[src/rtl/vend_multi_controller_pkg.sv]
// Shared types for the multi-slot vending controller: FSM state encoding and sizing helpers.
package vend_multi_controller_pkg;

    typedef enum logic [2:0] {
        ST_IDLE     = 3'd0,
        ST_SELECTED = 3'd1,
        ST_DISPENSE = 3'd2,
        ST_CHANGE   = 3'd3,
        ST_CONFIG   = 3'd4
    } vend_state_t;

    // Bits needed for a counter that runs from 0 to limit-1.
    function automatic int timer_width(input int limit);
        return (limit < 2) ? 1 : $clog2(limit);
    endfunction

endpackage

[src/rtl/vend_multi_controller_price_table.sv]
// Per-slot price register file: synchronous write, asynchronous read, every slot reset to DEFAULT_PRICE.
module vend_multi_controller_price_table #(
    parameter int NUM_ITEMS     = 4,
    parameter int ID_W          = 2,
    parameter int CREDIT_W      = 8,
    parameter int DEFAULT_PRICE = 50
) (
    input  logic                clk,
    input  logic                rstn,
    input  logic                wr_en,
    input  logic [ID_W-1:0]     wr_id,
    input  logic [CREDIT_W-1:0] wr_price,
    input  logic [ID_W-1:0]     rd_id,
    output logic [CREDIT_W-1:0] rd_price
);

    logic [CREDIT_W-1:0] price_q [NUM_ITEMS];

    always_ff @(posedge clk) begin
        for (int i = 0; i < NUM_ITEMS; i++) begin
            if (!rstn) begin
                price_q[i] <= CREDIT_W'(DEFAULT_PRICE);
            end else if (wr_en && wr_id == ID_W'(i)) begin
                price_q[i] <= wr_price;
            end
        end
    end

    always_comb begin
        rd_price = '0;
        for (int i = 0; i < NUM_ITEMS; i++) begin
            if (rd_id == ID_W'(i)) rd_price = price_q[i];
        end
    end

endmodule

[src/rtl/vend_multi_controller.sv]
// Vending controller: selection/credit FSM, coin accumulation, change return, idle timeout and price config.
module vend_multi_controller
    import vend_multi_controller_pkg::*;
#(
    parameter int NUM_ITEMS     = 4,
    parameter int ID_W          = 2,
    parameter int CREDIT_W      = 8,
    parameter int DEFAULT_PRICE = 50,
    parameter int TIMEOUT       = 1000
) (
    input  logic                 clk,
    input  logic                 rstn,
    input  logic                 cfg_mode,
    input  logic                 cfg_wr_en,
    input  logic [ID_W-1:0]      cfg_item_id,
    input  logic [CREDIT_W-1:0]  cfg_price,
    input  logic                 selection_valid,
    input  logic [ID_W-1:0]      selection_id,
    input  logic                 coin_valid,
    input  logic [CREDIT_W-1:0]  coin_value,
    input  logic                 cancel,
    input  logic [NUM_ITEMS-1:0] item_empty,
    output logic                 dispense_enable,
    output logic [ID_W-1:0]      dispense_id,
    output logic                 change_valid,
    output logic [CREDIT_W-1:0]  change_amount,
    output logic                 coin_reject,
    output logic                 sel_error,
    output logic [CREDIT_W-1:0]  credit,
    output logic                 busy,
    output vend_state_t          state_dbg
);

    // Strobes (selection_valid, coin_valid, cancel, cfg_wr_en) are one-cycle events sampled at the rising
    // edge with no back-pressure; every output pulse is registered and lasts exactly one cycle.
    localparam int ID_SPAN = 1 << ID_W;
    localparam int TMR_W   = timer_width(TIMEOUT);

    vend_state_t         state_q, state_d;
    logic [CREDIT_W-1:0] credit_q, credit_d;
    logic [ID_W-1:0]     sel_id_q, sel_id_d;
    logic [TMR_W-1:0]    timer_q, timer_d;
    logic                dispense_enable_d, change_valid_d, coin_reject_d, sel_error_d, busy_d;
    logic [ID_W-1:0]     dispense_id_d;
    logic [CREDIT_W-1:0] change_amount_d;
    logic [CREDIT_W-1:0] price;
    logic [CREDIT_W:0]   coin_sum;
    logic                coin_ok, sel_take, price_wr;
    logic [ID_SPAN-1:0]  slot_ok, id_exists;

    // Id-indexed masks so ids beyond NUM_ITEMS read as absent without out-of-range selects.
    for (genvar g = 0; g < ID_SPAN; g++) begin : g_slot
        if (g < NUM_ITEMS) begin : g_real
            assign slot_ok[g]   = !item_empty[g];
            assign id_exists[g] = 1'b1;
        end else begin : g_none
            assign slot_ok[g]   = 1'b0;
            assign id_exists[g] = 1'b0;
        end
    end

    assign price_wr = (state_q == ST_CONFIG) && cfg_wr_en && id_exists[cfg_item_id];

    vend_multi_controller_price_table #(
        .NUM_ITEMS    (NUM_ITEMS),
        .ID_W         (ID_W),
        .CREDIT_W     (CREDIT_W),
        .DEFAULT_PRICE(DEFAULT_PRICE)
    ) u_price_table (
        .clk     (clk),
        .rstn    (rstn),
        .wr_en   (price_wr),
        .wr_id   (cfg_item_id),
        .wr_price(cfg_price),
        .rd_id   (sel_id_q),
        .rd_price(price)
    );

    always_comb begin
        state_d           = state_q;
        credit_d          = credit_q;
        sel_id_d          = sel_id_q;
        timer_d           = timer_q;
        dispense_enable_d = 1'b0;
        dispense_id_d     = dispense_id;
        change_valid_d    = 1'b0;
        change_amount_d   = change_amount;
        coin_reject_d     = 1'b0;
        sel_error_d       = 1'b0;
        sel_take          = 1'b0;

        coin_sum = {1'b0, credit_q} + {1'b0, coin_value};
        coin_ok  = coin_valid && !coin_sum[CREDIT_W] &&
                   ((state_q == ST_SELECTED) || (state_q == ST_IDLE && !cfg_mode));
        if (coin_valid && !coin_ok) coin_reject_d = 1'b1;
        if (coin_ok) credit_d = coin_sum[CREDIT_W-1:0];

        case (state_q)
            ST_IDLE: begin
                if (cfg_mode) begin
                    state_d = ST_CONFIG;
                end else begin
                    if (selection_valid) begin
                        if (slot_ok[selection_id]) begin
                            sel_take = 1'b1;
                            state_d  = ST_SELECTED;
                            sel_id_d = selection_id;
                            timer_d  = '0;
                        end else begin
                            sel_error_d = 1'b1;
                        end
                    end
                    if (!sel_take && cancel && credit_q != '0) state_d = ST_CHANGE;
                end
            end
            ST_SELECTED: begin
                // Cancel outranks a purchase completing in the same cycle.
                if (cancel) begin
                    state_d = ST_CHANGE;
                end else if (credit_q >= price) begin
                    state_d = ST_DISPENSE;
                end else if (coin_ok) begin
                    timer_d = '0;
                end else if (timer_q == TMR_W'(TIMEOUT - 1)) begin
                    state_d = ST_CHANGE;
                end else begin
                    timer_d = timer_q + TMR_W'(1);
                end
            end
            ST_DISPENSE: begin
                dispense_enable_d = 1'b1;
                dispense_id_d     = sel_id_q;
                credit_d          = credit_q - price;
                state_d           = (credit_q != price) ? ST_CHANGE : ST_IDLE;
            end
            ST_CHANGE: begin
                change_valid_d  = 1'b1;
                change_amount_d = credit_q;
                credit_d        = '0;
                state_d         = ST_IDLE;
            end
            ST_CONFIG: begin
                if (!cfg_mode) state_d = ST_IDLE;
            end
            default: state_d = ST_IDLE;
        endcase

        busy_d = (state_d != ST_IDLE);
    end

    always_ff @(posedge clk) begin
        if (!rstn) begin
            state_q         <= ST_IDLE;
            credit_q        <= '0;
            sel_id_q        <= '0;
            timer_q         <= '0;
            dispense_enable <= 1'b0;
            dispense_id     <= '0;
            change_valid    <= 1'b0;
            change_amount   <= '0;
            coin_reject     <= 1'b0;
            sel_error       <= 1'b0;
            busy            <= 1'b0;
        end else begin
            state_q         <= state_d;
            credit_q        <= credit_d;
            sel_id_q        <= sel_id_d;
            timer_q         <= timer_d;
            dispense_enable <= dispense_enable_d;
            dispense_id     <= dispense_id_d;
            change_valid    <= change_valid_d;
            change_amount   <= change_amount_d;
            coin_reject     <= coin_reject_d;
            sel_error       <= sel_error_d;
            busy            <= busy_d;
        end
    end

    assign credit    = credit_q;
    assign state_dbg = state_q;

endmodule

[config.mk]
export PLATFORM = sky130hd
export DESIGN_NAME = vend_multi_controller
export DESIGN_NICKNAME = d
export VERILOG_FILES = /design/src/rtl/vend_multi_controller_pkg.sv /design/src/rtl/vend_multi_controller_price_table.sv /design/src/rtl/vend_multi_controller.sv
export SDC_FILE = /design/constraint.sdc
export NUM_CORES = 1
export LEC_CHECK = 0
export ABC_CLOCK_PERIOD_IN_PS = 4000
export CAP_MARGIN = 20
export CORE_MARGIN = 2
export CORE_UTILIZATION = 30
export DETAILED_ROUTE_END_ITERATION = 12
export PLACE_DENSITY = 0.46
export SYNTH_ARGS = -nofsm -noshare
export SYNTH_HDL_FRONTEND = slang
export SYNTH_SLANG_ARGS = --single-unit
export TNS_END_PERCENT = 100
[constraint.sdc]
create_clock -name clk -period 4 [get_ports clk]
set_input_delay 1.2 -clock clk [delete_from_list [all_inputs] [get_ports clk]]
set_output_delay 1.2 -clock clk [all_outputs]
set_load 0.02 [all_outputs]
# Word-level counts from Yosys, hierarchy flattened
# Memory sizes are Yosys's and may differ from the RTL's.
# Index checks and enable logic that the tools add are counted.
# totals
regBits	38
mem_bits_rw	32
input_bits	31
output_inout_bits	26
wordCells	129
memories	1
# mem_list
name	depth	word_bits	rd	rd_clocked_by_memory_dff	write_ports	line	text
u_price_table.price_q	4	8	4	0	4	vend_multi_controller_price_table.sv:17	logic [CREDIT_W-1:0] price_q [NUM_ITEMS];
# classes
addsub	3
order_cmp	3
eq_ne	18
n_mux	54
bitwise	8
n_reduce_logical	31
# ops
op	count
$mux 8	9
$mux 10	7
$mux 3	9
$mux 1	23
$pmux 10 s2	1
$pmux 8 s2	1
$logic_and 1x1->1	12
$pmux 3 s4	1
$add 10x1->10 const B	1
$eq 10x10->1 const B	1
$add 8x8->9	1
$eq 2x2->1 const B	4
$ge 8x8->1	1
$logic_not 1->1	8
$ne 2x2->1 const B	4
$ne 8x8->1	1
$reduce_bool 8->1	1
$sub 8x8->8	1
$reduce_and 7->1	1
$eq 3x2->1 const B	2
$lt 2x3->1 const B	2
$reduce_bool 3->1	2
$bmux 1 s2	2
$eq 2x1->1 const B	2
13 further kinds	20

# Longest topological paths before layout
# Gate-level depths: netlist of run 1.
# logic_depth
depth_word	14
mapped_depth	12

# Hierarchy
# From an unflattened synthesis of run 1, not the netlist that was laid out.
# hier_totals
hier_cells	376
area_unflattened_um2	3846.2
# by_module_without_submodules
mod	instances	cells_per_inst	area_each_um2	seq_area_each_um2
vend_multi_controller	1	291	2413.6	760.7
vend_multi_controller_price_table	1	85	1432.6	960.9

# Worst setup path before layout of run 1
# No wires, ideal clock.
# synth_path
kind	register to register
from	reg sel_id_q[0]
to	reg timer_q[1]
arrival_ns	3.231
required_ns	3.881
slack_ns	0.651
path_stages_with_launch	13
period_less_slack_ns	3.349
cell_sequence	dfxtp_1 clkbuf_1 mux4_2 ha_1 fa_1 nor2b_1 o31ai_1 a21oi_1 o32ai_4 a41oi_4 buf_6 mux2i_1 nor2_1
# synth_between
elab_chain_len	8
elab_cells_between_ends	11
classes_between	1 x order compare; 4 x eq/ne; 4 x mux; 2 x reduce/logical
# synth_rtl
element	line	text
start: declaration	vend_multi_controller.sv:41	logic [ID_W-1:0] sel_id_q, sel_id_d;
start signal: assignment	vend_multi_controller.sv:167	sel_id_q <= sel_id_d;
$logic_not 2->1	vend_multi_controller_price_table.sv:32	if (rd_id == ID_W'(i)) rd_price = price_q[i];
$mux 8 (3 in series)	vend_multi_controller_price_table.sv:32	
$mux 8 (*)	vend_multi_controller_price_table.sv:32	
$ge 8x8->1 (*)	vend_multi_controller.sv:120	end else if (credit_q >= price) begin
$ne 2x2->1 (no line) (*)	n/a	
$reduce_and 7->1 (no line) (*)	n/a	
end signal: assignment	vend_multi_controller.sv:168	timer_q <= timer_d;
end: declaration	vend_multi_controller.sv:42	logic [TMR_W-1:0] timer_q, timer_d;
# Mark *: on every way between the ends. The rest lies on a longest branch, timed or not.
# A chain may end at the register's enable or synchronous reset.

# Worst setup path in the final report of run 1
# layout_path
from	in coin_value[0]
to	reg timer_q[2]
# layout_between
elab_chain_len	8
elab_cells_between_ends	10
classes_between	1 x add/sub; 1 x eq/ne; 4 x mux; 4 x reduce/logical
# layout_rtl
element	line	text
start: declaration	vend_multi_controller.sv:20	input logic [CREDIT_W-1:0] coin_value,
$add 8x8->9 (*)	vend_multi_controller.sv:92	coin_sum = {1'b0, credit_q} + {1'b0, coin_value};
$logic_not 1->1 (*)	vend_multi_controller.sv:93	coin_ok = coin_valid && !coin_sum[CREDIT_W] &&
$logic_and 1x1->1 (*) (2 in series)	vend_multi_controller.sv:93	
$mux 10	vend_multi_controller.sv:122	end else if (coin_ok) begin
$mux 10	vend_multi_controller.sv:120	
$mux 10	vend_multi_controller.sv:118	if (cancel) begin
$pmux 10 s2	vend_multi_controller.sv:98	case (state_q)
# Mark *: on every way between the ends. The rest lies on a longest branch, timed or not. The select of a mux whose other input is x is not followed.

==> results.cfg, run 1 <==
[setup_path]
startpoint_type = input pin
slowest_delay_ps = 410
worst-path-buf-inv = 2
crit_path_end_kind = flip-flop
cp_top_family = compound AO/OA/AOI/OAI gates
cp.arrival_ps = 3860
required_ps = 4230
cpMaxStageDelayCell = clkdlybuf4s50_1
crit_fanout = 11
path_cells = clkdlybuf4s50_1, ha_1, fa_1, a211oi_2, o2111ai_2, nand3_2, or3_4, a41oi_4, buf_4, nand2b_1, o41ai_1
critical_path_class = input pin to flip-flop

[synth]
synth_commonest_cells = 38 x dfxtp_1, 32 x edfxtp_1, 30 x nand2_1
syn_area_per_cell_um2 = 10.3
synth_cell_types = 57
syn-cell-area_um2 = 3770
synth_top_cell_by_area = edfxtp_1
ys_async_sr_fraction = 0
synth_top_area_frac = 0.255
synth_area_leaders = edfxtp_1 25%, dfxtp_1 20%, ha_1 5.6%
synth-seq-area-share = 0.457
synthCells = 367
syn_nets = 417
ys_ff_latch = 70
yosysWarningCount = 0
synthFlopType = dfxtp_1
yosys.cell_count.top_type = dfxtp_1
synth-edff-count = 32

[floorplan]
die_area_um2 = 13500
core.rowCount = 40
die_h_um = 116
die_x_um = 116
initial_utilization = 0.310
pin_count = 57
core_area_um2 = 12200

[power]
powerDensity_nw_per_um2 = 574
pwr-share-comb = 0.415
irDropWorstVdd_uv = 230
p_leak_uw = 0.00180
switching_share = 0.373
p_switching_uw = 1050
power_frac_clock = 0.249
internal_power_uw = 1760
p_seq_frac = 0.336

[finish]
fin_nets = 490
area_delta_synth_final_pct = 29.5
fillers = 1201
diodes = 0
finalNonFillerCells = 613
drive_above_1_share = 0.115
final_util = 0.401

[detailed_routing]
drc = 0
wirelength_um = 9610
viasPerCell = 4.92
num_vias = 3017
wl_per_cell_um = 15.7
drtIter0Drc = 121
ant_nets = 0
dr.pass1.iters = 4

[timing]
fin_hold_ws_ps = 452
period_share = 0.907
finalHoldViolCount = 0
setup_ws_ps = 373
rsz0062_at_grt = false
worst_pin_slew_ps = 629
drv_slew = 0
skew_ps = 3.91
setup_viol = 0
relSlewSlack = 0.577
fin_crit_ps = 3630
fmaxAchievable_ghz = 0.276
tns_ps = 0

[cts]
cts.repair.resized = 0
htree_levels = 3
postCtsSetupRepairBufs = 0
root_buffer = clkbuf_16
path_clk_slew_ps = 50
clock-sinks = 70
clk_latency_ps = 330
cts_tree = built
cts_buffers = 9
clk_path_buf_depth = 2
ctsHoldBuffers = 0

[grt]
grt-ovfl-total = 0
grt_pass1_vias = 3058
grt_pass1_wl_um = 16000
antenna_found_initial = 0
grt_max_degree = 19
globalRouteTotalUtil = 0.156

[place]
dp_cells = 597
preCtsSetupSlack_ps = 28.0
port_buffers = 56
dp_hpwl_um = 7400
routabilityCongestion = 0.822

[outcome]
outcome = finished clean

[min_path]
hold_class = flip-flop to flip-flop

[flow_run]
maxCapViolations = 0
==> per-stage QoR <==
step | cell area, µm² | total power [µW]
after floorplan | 3770 | 1690
after global placement | 4630 | 2110
after detailed placement | 4630 | 2120
after CTS | 4880 | 2830
after global routing | 4880 | 2990
final | 4880 | 2800
==> routing by layer <==
metal,share of wire,vias up,global-route usage
met4,0.014,0,0.0500
met3,0.039,9,0.0384
li1,-,1513,-
met1,0.46,1433,0.195
met2,0.49,62,0.265
met5,0,-,0
==> sequential cells by signal, summed over array words and instances, names as in the netlist <==
register,flops
u_price_table.price_q,32
timer_q,10
change_amount,8
credit,8
state_dbg,3
dispense_id,2
sel_id_q,2
busy,1
change_valid,1
coin_reject,1
dispense_enable,1
sel_error,1
==> tightest hold or removal path: stages, from the launching register on <==
cell	delay, ps
dfxtp_1	300
nand2_1	50
a21oi_1	50
==> power groups by stage <==
stage,clock network (µW),registers [µW],logic [µW]
5_1_grt,743,958,1290
6_report,699,942,1160
3_5_place_dp,0,960,1160
2_1_floorplan,0,985,706
3_3_place_gp,0,963,1150
4_1_cts,715,945,1160
==> path summary, 6_finish.rpt <==
check | from | end | slack [ps] | depth (start not counted)
min reg2reg | change_amount[3] | change_amount[3] | 450 | 2
max | coin_value[0] | timer_q[2] | 370 | 11
max reg2reg | sel_id_q[0] | timer_q[4] | 500 | 11
min | change_amount[3] | change_amount[3] | 450 | 2
==> kinds of logic (layout without fill, tap and decap cells) <==
group / count (synthesis) / after routing / share of synthesized area
fa+ha+maj: 19 / 19 / 0.0670
buf+inv: 26 / 104 / 0.0282
simple gates: 143 / 143 / 0.199
mux: 13 / 13 / 0.0644
compound gates: 86 / 86 / 0.162
flops: 70 / 70 / 0.457
xor+xnor: 10 / 10 / 0.0232
==> area by class of cell <==
class	instances	area (µm²)	share of cell area
Clock inverter	7	31.3	0.00641
Clock buffer	9	225	0.0461
Timing Repair Buffer	75	703	0.144
Sequential cell	70	1720	0.353
Inverter	13	48.8	0.00999
Tap cell	168	210	0.0431
Multi-Input combinational cell	271	1940	0.398
==> cells in the final DEF, fill, tap and decap left out, types with 2 or more instances in the layout <==
cell type,netlist,routed
clkdlybuf4s50_1,0,56
dfxtp_1,38,38
edfxtp_1,32,32
nand2_1,30,30
a21oi_1,26,26
nor2_1,24,24
and2_1,20,20
o21ai_0,19,19
buf_4,0,19
nand3_1,17,17
ha_1,17,17
or3_1,14,14
inv_1,13,13
nand2b_1,10,10
mux4_2,9,9
clkbuf_16,0,9
xor2_1,6,6
nand4_1,6,6
nor2b_1,5,5
o31ai_1,4,4
xnor2_1,4,4
o211a_1,4,4
nor4_1,4,4
mux2i_1,4,4
clkinv_2,0,4
o22ai_1,3,3
nor3_1,3,3
a31oi_1,3,3
a21o_1,3,3
a211oi_1,3,3
clkinv_1,0,3
and3_1,2,2
o21a_1,2,2
or4_1,2,2
o31a_1,2,2
o221ai_1,2,2
fa_1,2,2
(Power assumes the default switching activity.)
==> inputs of run 2 (changes only) <==
Settings changed: ABC_CLOCK_PERIOD_IN_PS 4000 to 3400, CORE_ASPECT_RATIO set to 2, MAX_ROUTING_LAYER set to met4.
Clock period 4 ns to 3.4 ns, I/O delays scaled along.
==> results.cfg, run 2 (synthesized netlist as in run 1, its figures left out) <==
[min_path]
hold_class = flip-flop to flip-flop
hold_start = change_amount[2]
whs_endpoint = change_amount[2]
whs_path_depth = 2

[setup_path]
reg2reg_depth = 12
critical_path_class = input pin to flip-flop
cp.arrival_ps = 3560
rrSetupSlack_ps = 180
required_ps = 3670
r2r_start = sel_id_q[0]
r2r-end = timer_q[4]
startpoint_type = input pin
crit_fanout = 7
crit_path_end_kind = flip-flop
cpMaxStageDelayCell = clkdlybuf4s50_1
slowest_delay_ps = 400
path_cells = clkdlybuf4s50_1, ha_1, fa_2, a211oi_4, o2111ai_2, nand3_2, or3_4, a41oi_4, buf_4, or3_1, a21oi_2

[power]
powerDensity_nw_per_um2 = 697
irDropWorstVdd_uv = 416
p_leak_uw = 0.00190

[floorplan]
die_x_um = 83.3
die_h_um = 163
core_area_um2 = 12400
die_area_um2 = 13500
core.rowCount = 58
pin_count = 57
initial_utilization = 0.304

[detailed_routing]
drtIter0Drc = 173
drc = 0
dr.pass1.iters = 4
wl_per_cell_um = 17.0
viasPerCell = 5.12
num_vias = 3127
wirelength_um = 10400
ant_nets = 0

[finish]
largest_register_ffs = 32
drive_above_1_share = 0.163
seq_area_um2 = 1720
regMostFlops = u_price_table.price_q
finalNonFillerCells = 611
final_common_cell = clkdlybuf4s50_1
fillers = 1203
diodes = 0
area_delta_synth_final_pct = 34.6
fin_nets = 506
layout_common_cells = 56 x clkdlybuf4s50_1, 38 x dfxtp_1, 33 x buf_4, 32 x edfxtp_1, 30 x nand2_1
largestRegisters = u_price_table.price_q (32), timer_q (10)
design_area_um2 = 5070
multi_input_area_um2 = 1970

[grt]
grt_max_degree = 20
grt_pass1_wl_um = 16800
grt.met1_usage = 0.186
grt-ovfl-total = 0
antenna_found_initial = 0
globalRouteTotalUtil = 0.163
use_met2 = 0.284
grtUsageMet3 = 0.0314
grt_pass1_vias = 3292
top_usage_layer = met2

[timing]
rsz0062_at_grt = true
worst_pin_slew_ps = 455
relSlewSlack = 0.696
finalHoldViolCount = 0
fmaxAchievable_ghz = 0.304
fin_crit_ps = 3290
skew_ps = 3.79
setup_ws_ps = 107
drv_slew = 0
period_share = 0.968
setup_viol = 0

[place]
dp_hpwl_um = 7750
routabilityCongestion = 0.880
dp_cells = 594
postPlaceCellArea_um2 = 4740
port_buffers = 56
preCtsSetupSlack_ps = -337

[cts]
cts_buffers = 9
htree_levels = 3
cts_tree = built
clk_latency_ps = 330
clk_path_buf_depth = 2
root_buffer = clkbuf_16
path_clk_slew_ps = 60
clock-sinks = 70

[flow_run]
maxCapViolations = 0

[outcome]
outcome = finished clean
-- run 2: metrics by stage --
stage	utilization	hold WS [ps]	total power (µW)	setup TNS (ps)
2_1_floorplan	-	458	1990	0
3_3_place_gp	0.382	446	2580	-2590
3_5_place_dp	0.382	452	2600	-3360
4_1_cts	0.406	462	3530	0
5_1_grt	0.409	486	3760	-0.313
6_report	0.409	459	3540	0
-- run 2: worst max path at each step --
stage             startpoint          to  cells past startpoint
2_1_floorplan    sel_id_q[0]  timer_q[1]                     12
3_3_place_gp   coin_value[0]  timer_q[5]                     11
3_5_place_dp   coin_value[0]  timer_q[2]                     11
4_1_cts        coin_value[0]  timer_q[2]                     11
5_1_grt        coin_value[0]  timer_q[5]                     11
6_report       coin_value[0]  timer_q[5]                     11
-- run 2: repair_timing --
item | in CTS | in global routing
endpoints found under the hold margin | 0 | 0
gates resized for setup | 0 | 7
hold buffers | 0 | 0
setup buffers | 0 | 1
setup endpoints to repair | 0 | 10
-- run 2: cell type report --
cell class,count,share of cell area
flip-flops and latches,70,0.339
clock inverters,3,0.00345
multi-input cells,271,0.389
inverters,13,0.00962
clock buffers,13,0.0543
repair buffers,91,0.167
well taps,150,0.0370
-- run 2: worst max-delay path, delay by kind of cell --
family | cells | cell delay [ps]
AO/OA/AOI/OAI | 4 | 730
buffers and inverters | 2 | 590
AND/OR/NAND/NOR | 3 | 620
adder cells (fa/ha/maj) | 2 | 610
-- run 2: per-layer routing --
| layer | wire, µm | part of all wire |
|---|---|---|
| met1 | 4440 | 0.43 |
| met2 | 5380 | 0.52 |
| met3 | 366 | 0.035 |
| met4 | 182 | 0.018 |
| met5 | 0 | 0 |
-- run 2: power by group --
group	total, µW	internal, µW	switching (µW)
Clock	913	564	350
Combinational	1510	715	800
Sequential	1110	974	135
Total	3540	2250	1280
==> inputs of run 3 (changes only) <==
Settings changed: ABC_AREA set to 1, CORE_MARGIN 2 to 10.
==> results.cfg, run 3 <==
[grt]
grt-ovfl-total = 0
grt_pass1_vias = 3881
globalRouteTotalUtil = 0.144
antenna_found_initial = 0
grt_pass1_wl_um = 20300
grt_max_degree = 22

[cts]
clock-sinks = 70
htree_levels = 3
cts_buffers = 9
postCtsSetupRepairBufs = 0
clk_path_buf_depth = 2
ctsHoldBuffers = 0
path_clk_slew_ps = 60
cts.repair.resized = 0
clk_latency_ps = 340
root_buffer = clkbuf_16
cts_tree = built

[floorplan]
die_x_um = 103
die_h_um = 186
core.rowCount = 60
pin_count = 57
initial_utilization = 0.307
core_area_um2 = 13500
die_area_um2 = 19200

[setup_path]
startpoint = sel_id_q[0]
crit_path_end_kind = flip-flop
cpMaxStageDelayCell = dfxtp_1
cp.arrival_ps = 3210
r2r_start = sel_id_q[0]
required_ps = 3670
path_cells = nor2_1, nand2_1, nand2_1, a21oi_1, a21boi_0, ha_1, inv_1, o21ai_2, a21oi_1, buf_4, nand4_1, a21oi_2, nand3_1, a21oi_2
startpoint_type = flip-flop
slowest_delay_ps = 550
critical_path_class = flip-flop to flip-flop
crit_fanout = 9

[detailed_routing]
drtIter0Drc = 110
ant_nets = 0
wirelength_um = 12900
dr.pass1.iters = 5
wl_per_cell_um = 16.8
drc = 0
num_vias = 3747
viasPerCell = 4.89

[finish]
diodes = 0
final_common_cell = nand2_1
area_delta_synth_final_pct = 28.6
regMostFlops = u_price_table.price_q
drive_above_1_share = 0.151
fin_nets = 656
layout_common_cells = 98 x nand2_1, 68 x inv_1, 56 x nor2_1, 56 x clkdlybuf4s50_1
largestRegisters = u_price_table.price_q (32), timer_q (10)
largest_register_ffs = 32

[outcome]
outcome = finished clean

[synth]
synth_top_cell_by_area = edfxtp_1
synth-edff-count = 32
ys_async_sr_fraction = 0
syn_nets = 577
synth_cell_types = 47
syn_area_per_cell_um2 = 7.86
synth_top_area_frac = 0.232
yosysWarningCount = 0
ys_ff_latch = 70
yosys.cell_count.top_type = nand2_1
synthCells = 527
synthFlopType = dfxtp_1
synth_area_leaders = edfxtp_1 23%, dfxtp_1 18%, nand2_1 8.9%
synth_commonest_cells = 98 x nand2_1, 68 x inv_1, 56 x nor2_1
synth-seq-area-share = 0.416
syn-cell-area_um2 = 4140

[timing]
period_share = 0.867
tns_ps = 0
worst_pin_slew_ps = 477
fmaxAchievable_ghz = 0.339
relSlewSlack = 0.678
skew_ps = 8.50
rsz0062_at_grt = false
finalHoldViolCount = 0
drv_slew = 0
fin_crit_ps = 2950
setup_viol = 0
fin_hold_ws_ps = 525
setup_ws_ps = 451

[power]
p_leak_uw = 0.00225
powerDensity_nw_per_um2 = 778
irDropWorstVdd_uv = 267

[place]
port_buffers = 56
dp_hpwl_um = 10700
routabilityCongestion = 0.876
preCtsSetupSlack_ps = 146

[min_path]
hold_class = flip-flop to flip-flop
hold_start = timer_q[8]

[flow_run]
maxCapViolations = 0
-- run 3: cell count changes after synthesis, moves of 20 or more --
cell     delta
inv_1      +55
and2_1     -20
nand2_1    +68
nor2_1     +32
nand3_1    +21
-- run 3: worst paths after layout --
| kind | endpoint | slack [ps] | depth (start not counted) |
|---|---|---|---|
| worst min-delay path | timer_q[8] | 530 | 2 |
| worst max-delay path | timer_q[2] | 450 | 14 |
| worst min register to register | timer_q[8] | 530 | 2 |
| worst max register to register | timer_q[2] | 450 | 14 |
-- run 3: metal layers --
| metal | up-vias | global-route usage | routed length (µm) |
|---|---|---|---|
| li1 | 1905 | - | - |
| met1 | 1732 | 0.129 | 4550 |
| met2 | 82 | 0.278 | 7430 |
| met3 | 28 | 0.0222 | 426 |
| met4 | 0 | 0.0722 | 482 |
| met5 | - | - | 0 |
-- run 3: critical path: cells and delay by family (launching register included) --
family | cells | cell delay, ps
compound gates | 6 | 1120
simple gates | 5 | 670
flops | 1 | 550
fa+ha+maj | 1 | 280
buf+inv | 2 | 270
-- run 3: final cells by class --
cell class / count / area (µm²)
Fill cell: 1397 / 8180
Multi-Input combinational cell: 369 / 2060
Sequential cell: 70 / 1720
Timing Repair Buffer: 76 / 723
Inverter: 80 / 303
Clock buffer: 9 / 225
Tap cell: 155 / 194
Clock inverter: 7 / 103
-- run 3: cells by family (layout without fill, tap and decap cells) --
| family | after synthesis | count (layout) | share of synthesized area |
|---|---|---|---|
| buffers and inverters | 88 | 172 | 0.0873 |
| XOR/XNOR | 3 | 3 | 0.00634 |
| adder cells (fa/ha/maj) | 19 | 19 | 0.0610 |
| flip-flops | 70 | 70 | 0.416 |
| AO/OA/AOI/OAI | 98 | 98 | 0.141 |
| AND/OR/NAND/NOR | 249 | 249 | 0.289 |
-- run 3: per-stage QoR --
step	area (µm²)	util	total power, µW	cells
after global placement	5000	0.370	3120	750
after global routing	5330	0.394	4450	766
after floorplan	4140	-	2400	527
after detailed placement	5000	0.370	3130	750
after CTS	5330	0.394	4180	766
final	5330	0.394	4140	766
-- run 3: where the power goes --
part | switching (µW) | total, µW | internal [µW]
registers | 170 | 1170 | 999
logic | 1150 | 1930 | 772
clock network | 397 | 1050 | 653
total | 1720 | 4140 | 2420
